==> config.mk <==
export PLATFORM = sky130hd
export DESIGN_NAME = enemy_projectile_ctrl
export DESIGN_NICKNAME = d
export VERILOG_FILES = /design/src/rtl/enemy_projectile_ctrl_pkg.sv /design/src/rtl/enemy_projectile_ctrl_onehot_to_idx.sv /design/src/rtl/enemy_projectile_ctrl.sv
export SDC_FILE = /design/constraint.sdc
export NUM_CORES = 1
export LEC_CHECK = 0
export ABC_AREA = 1
export BUFFER_PORTS_ARGS = -buffer_cell sky130_fd_sc_hd__clkbuf_2
export CAP_MARGIN = 20
export CORE_UTILIZATION = 55
export DETAILED_ROUTE_END_ITERATION = 10
export PLACE_DENSITY = 0.77
export SYNTH_ARGS = -nofsm -noshare
export SYNTH_HDL_FRONTEND = slang
export SYNTH_HIERARCHICAL = 1
export SYNTH_SLANG_ARGS = --single-unit
==> constraint.sdc <==
create_clock -name clk -period 6.7 [get_ports clk]
set_input_delay 1.005 -clock clk [delete_from_list [all_inputs] [get_ports clk]]
set_output_delay 1.005 -clock clk [all_outputs]
set_load 0.05 [all_outputs]
==> src/rtl/enemy_projectile_ctrl_pkg.sv <==
// Shared geometry constants and projectile record for the enemy-shot path.
// The engine and renderer import the same values so hit boxes and sprites agree.
package enemy_projectile_ctrl_pkg;

  localparam int Y_MAX        = 119;
  localparam int JOG_Y        = 112;
  localparam int JOG_LARG     = 8;
  localparam int JOG_ALT      = 4;
  localparam int ESPACO_X     = 16;
  localparam int LARG_INIMIGO = 8;
  localparam int ALT_INIMIGO  = 8;
  localparam int VIDAS_INI    = 3;

  typedef struct packed {
    logic       ativo;
    logic [7:0] x;
    logic [7:0] y;
  } tiro_t;

  // Player hit box test; y is the already-advanced row, x range computed 9-bit
  // so a player near the right edge does not wrap.
  function automatic logic acerta_jogador(input logic [7:0] x, input logic [8:0] y,
                                          input logic [7:0] jog_x);
    logic [8:0] x_lo;
    logic [8:0] x_hi;
    x_lo = {1'b0, jog_x};
    x_hi = x_lo + 9'(JOG_LARG - 1);
    return ({1'b0, x} >= x_lo) && ({1'b0, x} <= x_hi) &&
           (y >= 9'(JOG_Y)) && (y <= 9'(JOG_Y + JOG_ALT - 1));
  endfunction

endpackage

==> src/rtl/enemy_projectile_ctrl_onehot_to_idx.sv <==
// Lowest-set-bit priority encoder: returns the index of the lowest 1 and a valid flag.
module enemy_projectile_ctrl_onehot_to_idx #(
  parameter int WIDTH = 6,
  parameter int IDX_W = (WIDTH > 1) ? $clog2(WIDTH) : 1
) (
  input  logic [WIDTH-1:0] vec,
  output logic [IDX_W-1:0] idx,
  output logic             valid
);

  always_comb begin
    idx   = '0;
    valid = 1'b0;
    // Scan downward so the lowest set bit is the last one written.
    for (int i = WIDTH - 1; i >= 0; i--) begin
      if (vec[i]) begin
        idx   = IDX_W'(i);
        valid = 1'b1;
      end
    end
  end

endmodule

==> src/rtl/enemy_projectile_ctrl.sv <==
// Enemy projectile pool: spawns shots under the firing enemy, moves them down on a
// fixed tick, and tracks player hits and remaining lives.
module enemy_projectile_ctrl
  import enemy_projectile_ctrl_pkg::*;
#(
  parameter int N_INIMIGOS = 6,
  parameter int MAX_TIROS  = 4,
  parameter int PASSO_DIV  = 500000
) (
  input  logic                    clk,
  input  logic                    reset,
  input  logic                    restart,
  input  logic                    pausa,
  input  logic                    tiro_req,
  input  logic [N_INIMIGOS-1:0]   ID_enemy_tiro,
  input  logic [7:0]              bloco_pos_X,
  input  logic [7:0]              bloco_pos_Y,
  input  logic [7:0]              jogador_x,
  output logic [MAX_TIROS-1:0]    tiro_ativo,
  output logic [8*MAX_TIROS-1:0]  tiro_pos_X,
  output logic [8*MAX_TIROS-1:0]  tiro_pos_Y,
  output logic                    jogador_atingido,
  output logic [1:0]              vidas,
  output logic                    jogador_vivo,
  output logic                    tiro_descartado
);

  localparam int CNT_W  = (PASSO_DIV > 1) ? $clog2(PASSO_DIV) : 1;
  localparam int IDX_W  = (N_INIMIGOS > 1) ? $clog2(N_INIMIGOS) : 1;
  localparam int SLOT_W = (MAX_TIROS > 1) ? $clog2(MAX_TIROS) : 1;
  localparam logic [CNT_W-1:0] CNT_MAX = CNT_W'(PASSO_DIV - 1);

  tiro_t            slot_q [MAX_TIROS];
  tiro_t            slot_d [MAX_TIROS];
  logic [CNT_W-1:0] cnt_q, cnt_d;
  logic [1:0]       vidas_q, vidas_d;
  logic             atingido_q, atingido_d;
  logic             descartado_q, descartado_d;

  logic [IDX_W-1:0]  k_idx;
  logic              k_valid;
  logic [9:0]        spawn_x;
  logic [8:0]        spawn_y;
  logic [8:0]        y_next [MAX_TIROS];
  logic [MAX_TIROS-1:0] hit_vec;
  logic              tick;
  logic              any_hit;
  logic              livre_found;
  logic [SLOT_W-1:0] livre_idx;

  enemy_projectile_ctrl_onehot_to_idx #(
    .WIDTH (N_INIMIGOS),
    .IDX_W (IDX_W)
  ) u_onehot_to_idx (
    .vec   (ID_enemy_tiro),
    .idx   (k_idx),
    .valid (k_valid)
  );

  assign spawn_x = {2'b00, bloco_pos_X} + (10'(k_idx) * 10'(ESPACO_X)) + 10'(LARG_INIMIGO / 2);
  assign spawn_y = {1'b0, bloco_pos_Y} + 9'(ALT_INIMIGO);
  assign tick    = (cnt_q == CNT_MAX);

  generate
    for (genvar gi = 0; gi < MAX_TIROS; gi++) begin : g_slot
      assign y_next[gi]  = {1'b0, slot_q[gi].y} + 9'd1;
      assign hit_vec[gi] = slot_q[gi].ativo && acerta_jogador(slot_q[gi].x, y_next[gi], jogador_x);
      assign tiro_ativo[gi]          = slot_q[gi].ativo;
      assign tiro_pos_X[8*gi +: 8]   = slot_q[gi].x;
      assign tiro_pos_Y[8*gi +: 8]   = slot_q[gi].y;
    end
  endgenerate

  // Free-slot search looks at the registered flags, so a slot freed this cycle
  // only becomes reusable on the next one.
  always_comb begin
    livre_found = 1'b0;
    livre_idx   = '0;
    for (int i = MAX_TIROS - 1; i >= 0; i--) begin
      if (!slot_q[i].ativo) begin
        livre_found = 1'b1;
        livre_idx   = SLOT_W'(i);
      end
    end
  end

  always_comb begin
    cnt_d        = cnt_q;
    slot_d       = slot_q;
    vidas_d      = vidas_q;
    atingido_d   = 1'b0;
    descartado_d = 1'b0;
    any_hit      = 1'b0;

    if (restart) begin
      cnt_d   = '0;
      vidas_d = 2'(VIDAS_INI);
      for (int i = 0; i < MAX_TIROS; i++) slot_d[i] = '0;
    end else if (!pausa) begin
      cnt_d = tick ? '0 : cnt_q + 1'b1;

      if (tick) begin
        for (int i = 0; i < MAX_TIROS; i++) begin
          if (slot_q[i].ativo) begin
            slot_d[i].y = y_next[i][7:0];
            if (y_next[i] > 9'(Y_MAX) || hit_vec[i]) slot_d[i].ativo = 1'b0;
            if (hit_vec[i]) any_hit = 1'b1;
          end
        end
      end

      // Spawn is applied after movement so the new shot lands unmoved and untested.
      if (tiro_req && k_valid) begin
        if (!livre_found || spawn_x > 10'd255 || spawn_y > 9'(Y_MAX)) begin
          descartado_d = 1'b1;
        end else begin
          slot_d[livre_idx].ativo = 1'b1;
          slot_d[livre_idx].x     = spawn_x[7:0];
          slot_d[livre_idx].y     = spawn_y[7:0];
        end
      end

      if (any_hit) begin
        atingido_d = 1'b1;
        if (vidas_q != 2'd0) vidas_d = vidas_q - 2'd1;
      end
    end
  end

  always_ff @(posedge clk or posedge reset) begin
    if (reset) begin
      cnt_q        <= '0;
      vidas_q      <= 2'(VIDAS_INI);
      atingido_q   <= 1'b0;
      descartado_q <= 1'b0;
      for (int i = 0; i < MAX_TIROS; i++) slot_q[i] <= '0;
    end else begin
      cnt_q        <= cnt_d;
      vidas_q      <= vidas_d;
      atingido_q   <= atingido_d;
      descartado_q <= descartado_d;
      for (int i = 0; i < MAX_TIROS; i++) slot_q[i] <= slot_d[i];
    end
  end

  assign jogador_atingido = atingido_q;
  assign tiro_descartado  = descartado_q;
  assign vidas            = vidas_q;
  assign jogador_vivo     = (vidas_q != 2'd0);

endmodule

# Word level (Yosys, flattened, before mapping)

Index checks and enable logic that the tools add are counted.

Eq/ne operators: 3
Muxes and demuxes: 85
Add/subtract/negate cells: 10
Reductions and logical operators: 31
Bitwise operators: 1
Order comparisons: 24

Operators by type and width:

| operator                | count |
|---|---|
| $mux W68                | 4 |
| $bwmux W68              | 3 |
| $demux W17 S2           | 3 |
| $mux W9                 | 9 |
| $mux W8                 | 8 |
| $mux W19                | 3 |
| $gt A9 B7 Y1 const B    | 5 |
| $mux W1                 | 39 |
| $add A8 B1 Y9 const B   | 4 |
| $ge A9 B7 Y1 const B    | 4 |
| $le A8 B9 Y1            | 4 |
| $le A9 B7 Y1 const B    | 4 |
| $ge A8 B8 Y1            | 4 |
| $add A19 B1 Y19 const B | 1 |
| $eq A19 B19 Y1 const B  | 1 |
| $logic_and A1 B1 Y1     | 18 |
| $mux W3                 | 6 |
| $mux W17                | 1 |
| $mux W16                | 1 |
| $mux W2                 | 8 |
| $add A9 B3 Y10 const B  | 1 |
| $gt A10 B8 Y1 const B   | 1 |
| $add A8 B3 Y9 const B   | 1 |
| $add A8 B4 Y9 const B   | 1 |
| 10 further kinds        | 20 |

Output and inout bits: 73
Input bits: 35
Word-level logic and storage cells: 170
Flip-flop bits (word level): 91

# Depth between registers and ports, before layout

Gate-level depths: netlist of the first run.

Word-level depth: 20
Gate-level depth with buffers: 20
Depth with buffers taken out: 20

# Hierarchy

Netlist of the first run, hierarchy kept.

Modules (own cells, without submodules):

| module                              | cells each | sequential area each (um^2) | area each (um^2) | instances |
|---|---|---|---|---|
| enemy_projectile_ctrl               | 1041       | 2279.7                      | 7583.5           | 1 |
| enemy_projectile_ctrl_onehot_to_idx | 15         | 0.0                         | 72.6             | 1 |

# Worst setup path before layout of the first run

No wires, ideal clock.

Kind: input -> register
Start: input port jogador_x[0]
End: register vidas_q[0] (netlist: vidas[0])
Buffers on the path: 0
Arrival time: 3079 ps
Setup slack: 3531 ps
Stages on the path: 17
Setup time: 91 ps
Required time: 6609 ps
Path through: inv_1 -> ha_1 -> nand2_1 -> nand2_1 -> xor2_1 -> ha_1 -> a21oi_1 -> o21a_1 -> o21ai_0 -> nand4_1 -> nand3b_1 -> nand2_1 -> nand3_1 -> nand4_2 -> nand3_2 -> nand2_1 -> nand3_1

Word-level cells in the longest chain between the ends: 19
Elaborated cells on any way between the ends: 38
Those cells by class: add/sub (1); order compare (8); mux (11); reduce/logical (18)

Ends and longest elaborated chain:

| item                                  | line                            | source |
|---|---|---|
| start, declared                       | enemy_projectile_ctrl.sv:18     | `input logic [7:0] jogador_x,` |
| $add A8 B3 Y9                         | enemy_projectile_ctrl_pkg.sv:27 | `x_hi = x_lo + 9'(JOG_LARG - 1);` |
| $le A8 B9 Y1                          | enemy_projectile_ctrl_pkg.sv:28 | `return ({1'b0, x} >= x_lo) && ({1'b0, x} <= x_hi) &&` |
| $logic_and A1 B1 Y1 (2 in a row)      | enemy_projectile_ctrl_pkg.sv:28 |  |
| $logic_and A1 B1 Y1                   | enemy_projectile_ctrl_pkg.sv:29 | `(y >= 9'(JOG_Y)) && (y <= 9'(JOG_Y + JOG_ALT - 1));` |
| $logic_and A1 B1 Y1                   | enemy_projectile_ctrl.sv:67     | `assign hit_vec[gi] = slot_q[gi].ativo && acerta_jogador(slot_q[gi].x, y_next[gi], jogador_x);` |
| $mux W1                               | enemy_projectile_ctrl.sv:107    | `if (hit_vec[i]) any_hit = 1'b1;` |
| $mux W1                               | enemy_projectile_ctrl.sv:104    | `if (slot_q[i].ativo) begin` |
| $mux W1                               | enemy_projectile_ctrl.sv:107    |  |
| [... 2 more ...]                      | -                               |  |
| $mux W1                               | enemy_projectile_ctrl.sv:104    |  |
| $mux W1                               | enemy_projectile_ctrl.sv:107    |  |
| $mux W1 *                             | enemy_projectile_ctrl.sv:104    |  |
| $mux W1 *                             | enemy_projectile_ctrl.sv:102    | `if (tick) begin` |
| $mux W1 *                             | enemy_projectile_ctrl.sv:99     | `end else if (!pausa) begin` |
| $mux W1 *                             | enemy_projectile_ctrl.sv:95     | `if (restart) begin` |
| $reduce_bool A2 Y1 (no source line) * | -                               |  |
| $reduce_and A3 Y1 (no source line) *  | -                               |  |
| end signal, assigned                  | enemy_projectile_ctrl.sv:133    | `vidas_q <= 2'(VIDAS_INI);` |
| end signal, assigned                  | enemy_projectile_ctrl.sv:139    | `vidas_q <= vidas_d;` |
| end, declared                         | enemy_projectile_ctrl.sv:36     | `logic [1:0] vidas_q, vidas_d;` |

Mark *: on every way between the ends. The rest lies on a longest branch, timed or not. The select of a mux whose other input is x is not followed.
A chain may end at the register's enable or synchronous reset.

# Worst setup path in the final report of the first run

Ends and elaborated chain as after synthesis.

==> out/qor.yml, run 1 <==
run_status:
  outcome: "complete, no violations"
power:
  pwr_density_cell_nw_per_um2: 155.4
  total_leakage_power_nw: 4.417
  ir_worst_vdd_mv: 0.1598
  power_mw: 1.336
critical_path:
  arrival_ns: 3.67
  path_max_fanout: 8
  path_class: "in -> reg"
  r2r_slack_ns: 4.14
  rr_endpoint: "cnt_q[7]$_DFFE_PP0N_"
  start_kind: "input pin"
  worstPathRequired_ns: 6.96
  end_kind: "register"
  r2r_cells: 8
  r2r_start: "cnt_q[9]$_DFFE_PP0N_"
cells_and_area:
  nets: 1265
  stdcell_area_um2: 8598
  antenna_cells: 0
  drive_gt1_share_pct: 16.51
  fin_cells: 1333
  final_util_pct: 64.16
  areaGrowthSynthToFinish_pct: 12.31
drt:
  vias_per_cell: 5.784
  wl_mm: 22.28
  wl_per_cell_um: 16.71
  vias: 7710
  dr.first_iter.drc_count: 616
  firstDrtPassIters: 5
  drc: 0
  ant_nets: 0
global_routing:
  grt.overflow.total: 0
  grt_pass1_wl_mm: 35.58
  grt_pass1_vias: 7007
  antenna_found_initial: 1
  grt_max_degree: 57
  grt_usage_pct: 31.97
sta:
  whs_ns: 0.4974
  period_share_pct: 50.98
  timing.fmax_mhz: 292.8
  worst_slack_ns: 3.284
  tightest_slew_ns: 0.8745
  setup_violations: 0
  clock-skew-final_ns: 0.003199
  hold_violations: 0
  drv_slew: 0
  fin_tns_setup_ns: 0
  fin_crit_ns: 3.416
  rsz0062_at_grt: "no"
  relSlewSlack_pct: 41.56
clock_network:
  cts_tree: "done"
  cts_root_buffer: "clkbuf_16"
  numCtsBuffers: 9
  cts_hold_buf: 0
  clockBufferDepth: 2
  cts_setup_buffers: 0
  cts.repair.resized: 0
  clock_sinks: 91
  htreeDepth: 3
  clock_latency_ns: 0.35
  clkTransAtPathRegs_ns: 0.06
synthesis:
  dominantRegCellSynth: "dfrtp_1"
  netlist_instances: 1056
  netlist.area_leader.share_pct: 29.09
  yosysTopAreaCell: "dfrtp_1"
  ys_ff_latch: 91
  synth_fp_nets: 1169
  synth_edf_count: 0
  synth_warnings: 6
  netlist_area_um2: 7656
  synth_common_cells: "nand2_1 (245), inv_1 (136), nor2_1 (106)"
  ys_types: 60
  avgSynthCellArea_um2: 7.250
  yosysMostFrequentCell: "nand2_1"
  synth_top_cells_by_area: "dfrtp_1 (29%), ha_1 (13%), nand2_1 (12%)"
  synthArstFlopShare_pct: 100.0
  ys_seq_area_share_pct: 29.78
floorplan:
  fp.dieH_um: 120.0
  die_area_um2: 14400
  ios: 108
  rows: 42
  dieWidth_um: 120.0
  start_util_pct: 57.13
  core_um2: 13400
min_path:
  holdCritStartpoint: "vidas[1]$_DFFE_PP1P_"
  worstHoldEndpoint: "vidas[1]$_DFFE_PP1P_"
  hold_path_class: "reg -> reg"
  holdPathStages: 2
placed_design:
  dp_hpwl_mm: 16.97
  gp_congestion: 0.9611
  placed_cell_area_um2: 8290
  dp_worst_setup_slack_ns: 2.972
  io_buffers: 107
  dp_cells: 1316
flow_run:
  cap_violations: 0
==> cell usage in the layout, fill, tap and decap left out, drive strengths merged, types with 3 or more instances in the layout <==
master / synthesis / final
o21ai: 66 / 66
clkbuf: 8 / 118
nand4: 27 / 27
nor3: 21 / 21
xor2: 24 / 24
inv: 145 / 144
ha: 78 / 78
o211ai: 11 / 11
nor4: 8 / 8
a21oi: 41 / 41
dfrtp: 89 / 89
nand3: 80 / 80
xnor2: 3 / 3
nand3b: 3 / 3
nor2: 115 / 115
o2111ai: 4 / 4
buf: 17 / 3
clkinv: 0 / 5
nand2: 256 / 256
a31oi: 3 / 3
o22ai: 21 / 21
o31ai: 10 / 10
o32ai: 3 / 3
==> metal layers <==
| layer | part of all wire (%) | vias up | GRT usage (%) |
|---|---|---|---|
| met4 | 2.7 | 0 | 12.58 |
| met5 | 0 | - | 0 |
| li1 | - | 3743 | - |
| met1 | 42 | 3614 | 41.04 |
| met3 | 7.0 | 47 | 4.658 |
| met2 | 48 | 306 | 53.95 |
==> where the power goes <==
part / internal [mW] / switching, mW / leakage, nW
sequential: 0.563 / 0.0190 / 1.25
clock: 0.269 / 0.224 / 0.141
combinational: 0.0739 / 0.187 / 3.02
==> layout make-up <==
type | count | area, um^2
fill | 1233 | 4802
sequential | 91 | 2280
tap | 176 | 220.2
inverter | 145 | 550.5
clock buffer | 11 | 252.7
timing repair buffer | 110 | 578.1
clock inverter | 5 | 27.53
multi-input combinational | 795 | 4690
==> flip-flops by register name (all words and copies together), names as in the netlist <==
register,flops
tiro_descartado,1
tiro_pos_Y,32
cnt_q,19
tiro_pos_X,32
vidas,2
jogador_atingido,1
tiro_ativo,4
==> kinds of logic after synthesis <==
group                    count (synthesis)  share of synthesized area, %
AND/OR/NAND/NOR                        514                         30.28
adder cells (fa/ha/maj)                 78                         12.75
AO/OA/AOI/OAI                          176                         14.94
buffers and inverters                  170                         9.070
XOR/XNOR                                27                         3.187
flip-flops                              91                         29.78
==> critical path, cell delays in order <==
cell      delay (ns)
clkbuf_2        0.13
inv_1           0.23
ha_1            0.23
nand2_1         0.11
nand2_1         0.12
xor2_1          0.40
ha_1            0.35
a21oi_1         0.15
o21a_1          0.12
o21ai_0         0.07
nand4_1         0.10
nand3b_1        0.08
nand2_1         0.08
nand3_1         0.11
nand4_2         0.17
nand3_2         0.09
nand2_1         0.08
nand3_1         0.06
==> how the worst max path moves through the flow <==
stage,start,slack [ns],cells after the start,to
detailed placement,jogador_x[0],2.97,18,vidas[1]$_DFFE_PP1P_
CTS,jogador_x[0],3.34,18,vidas[1]$_DFFE_PP1P_
floorplan,reset,3.33,1,cnt_q[0]$_DFFE_PP0N_
global placement,jogador_x[0],3.04,18,vidas[0]$_DFFE_PP1P_
global route,jogador_x[0],3.03,18,vidas[0]$_DFFE_PP1P_
finish,jogador_x[0],3.28,18,vidas[0]$_DFFE_PP1P_
(Power assumes the default switching activity.)
==> run 2, diff against run 1 <==
--- a/config.mk
+++ b/config.mk
@@ -5,7 +5,7 @@
 export SDC_FILE = /design/constraint.sdc
 export NUM_CORES = 1
 export LEC_CHECK = 0
-export ABC_AREA = 1
+export ABC_AREA = 0
 export BUFFER_PORTS_ARGS = -buffer_cell sky130_fd_sc_hd__clkbuf_2
 export CAP_MARGIN = 20
 export CORE_UTILIZATION = 55
==> constraint.sdc (replaced) <==
create_clock -name clk -period 3.4 [get_ports clk]
set_input_delay 0.51 -clock clk [delete_from_list [all_inputs] [get_ports clk]]
set_output_delay 0.51 -clock clk [all_outputs]
set_load 0.05 [all_outputs]
==> run 2 against run 1 <==
Net effect: clock power grew 100%; total power grew 91%; final cell count shrank 9.8%; first-iteration DRC count grew 44%; highest routed layer unchanged; die area shrank 2.4%; register-to-register slack lost 3.5 ns; hold slack lost 0.21 ns.
==> out/qor.yml, run 2 <==
run_status:
  outcome: "complete, no violations"
clock_network:
  htreeDepth: 3
  clockBufferDepth: 2
  clkTransAtPathRegs_ns: 0.06
  cts_setup_buffers: 0
  cts.repair.resized: 0
  cts_root_buffer: "clkbuf_16"
  numCtsBuffers: 9
  cts_hold_buf: 0
  cts_tree: "done"
  clock_sinks: 91
  clock_latency_ns: 0.35
synthesis:
  ys_ff_latch: 91
  yosysTopAreaCell: "dfrtp_1"
  netlist.area_leader.share_pct: 29.83
  synth_warnings: 6
  ys_seq_area_share_pct: 30.53
  synth_fp_nets: 1012
  netlist_area_um2: 7467
  dominantRegCellSynth: "dfrtp_1"
  synth_edf_count: 0
  synth_top_cells_by_area: "dfrtp_1 (30%), ha_1 (13%), a21oi_1 (5.8%)"
  synthArstFlopShare_pct: 100.0
  yosysMostFrequentCell: "nand2_1"
  netlist_instances: 899
  avgSynthCellArea_um2: 8.306
  ys_types: 81
  synth_common_cells: "nand2_1 (97), dfrtp_1 (89), a21oi_1 (87)"
sta:
  timing.fmax_mhz: 316.2
  tightest_slew_ns: 0.9147
  drv_slew: 0
  fin_crit_ns: 3.163
  rsz0062_at_grt: "no"
  clock-skew-final_ns: 0.007016
  relSlewSlack_pct: 39.02
  worst_slack_ns: 0.2375
  fin_tns_setup_ns: 0
  whs_ns: 0.2908
  hold_violations: 0
  period_share_pct: 93.02
  setup_violations: 0
floorplan:
  ios: 108
  start_util_pct: 56.39
  rows: 42
  core_um2: 13240
  fp.dieH_um: 118.5
  die_area_um2: 14050
  dieWidth_um: 118.5
cells_and_area:
  drive_gt1_share_pct: 18.62
  layout_commonest_cell: "clkbuf_2"
  nets: 1135
  areaGrowthSynthToFinish_pct: 16.39
  fin_cells: 1202
  fillers: 1173
  stdcell_area_um2: 8691
  final_cell_mix: "clkbuf_2 (107), nand2_1 (97), dfrtp_1 (89), a21oi_1 (87)"
  final_util_pct: 65.63
  antenna_cells: 0
critical_path:
  path_class: "in -> reg"
  arrival_ns: 3.44
  end_kind: "register"
  worstPathRequired_ns: 3.68
  path_max_fanout: 5
  start_kind: "input pin"
placed_design:
  gp_congestion: 0.9245
  dp_hpwl_mm: 17.01
  dp_worst_setup_slack_ns: -0.1255
  dp_cells: 1187
  io_buffers: 107
  placed_cell_area_um2: 8399
drt:
  vias: 7549
  wl_mm: 22.30
  ant_nets: 0
  vias_per_cell: 6.280
  dr.first_iter.drc_count: 888
  wl_per_cell_um: 18.55
  drc: 0
  firstDrtPassIters: 6
global_routing:
  grt_pass1_wl_mm: 36.17
  grt_usage_pct: 32.71
  antenna_found_initial: 0
  grt.overflow.total: 0
  grt_max_degree: 53
  grt_pass1_vias: 7057
power:
  power_mw: 2.558
  ir_worst_vdd_mv: 0.2787
  pwr_density_cell_nw_per_um2: 294.3
  total_leakage_power_nw: 3.946
min_path:
  hold_path_class: "in -> async"
flow_run:
  cap_violations: 0
## run 2: kinds of logic after synthesis
group	share of synthesized area, %
adder cells (fa/ha/maj)	13.07
buffers and inverters	5.043
flip-flops	30.53
AO/OA/AOI/OAI	25.03
XOR/XNOR	3.938
AND/OR/NAND/NOR	21.97
multiplexers	0.4189
## run 2: area by class of cell
class / instances / area [um^2] / area share (%)
Tap cell: 176 / 220.2 / 2.534
Clock buffer: 9 / 225.2 / 2.591
Clock inverter: 6 / 66.31 / 0.7630
Inverter: 59 / 222.7 / 2.563
Sequential cell: 91 / 2280 / 26.23
Timing Repair Buffer: 151 / 865.8 / 9.963
Multi-Input combinational cell: 710 / 4811 / 55.36
## run 2: final timing paths
kind	from	cells past startpoint	to	slack, ns
max in group asynchronous	reset	3	cnt_q[9]$_DFFE_PP0N_	2.24
hold / removal	reset	2	tiro_pos_X[10]$_DFFE_PP0P_	0.29
min in group clk	bloco_pos_X[0]	3	tiro_pos_X[8]$_DFFE_PP0P_	0.42
setup reg to reg	tiro_pos_X[26]$_DFFE_PP0P_	10	vidas[1]$_DFFE_PP1P_	0.66
hold reg to reg	cnt_q[18]$_DFFE_PP0N_	2	cnt_q[18]$_DFFE_PP0N_	0.57
setup / recovery	jogador_x[0]	15	vidas[1]$_DFFE_PP1P_	0.24
## run 2: power breakdown
group	internal, mW	switching [mW]	total (mW)	leakage (nW)
sequential	1.09	0.0217	1.12	1.26
combinational	0.148	0.284	0.433	2.55
clock	0.567	0.443	1.01	0.134
## run 2: critical path: stages
cell and delay, ns:
clkbuf_2 0.10, inv_1 0.08, ha_1 0.17, and2b_4 0.15, nor2_1 0.04, xnor2_1 0.36, ha_1 0.34, a21boi_0 0.14
a2111oi_1 0.51, buf_4 0.19, o41ai_2 0.08, a211oi_2 0.31, a2111oi_4 0.09, o21a_1 0.21, o21ai_1 0.14
## run 2: layer usage
metal  wire length [um]  up-vias  GRT usage [%]
li1                   -     3589              -
met1               9724     3565          45.24
met2              10190      341          51.61
met3               1828       54          5.936
met4                551        0          10.92
met5                  0        -              0
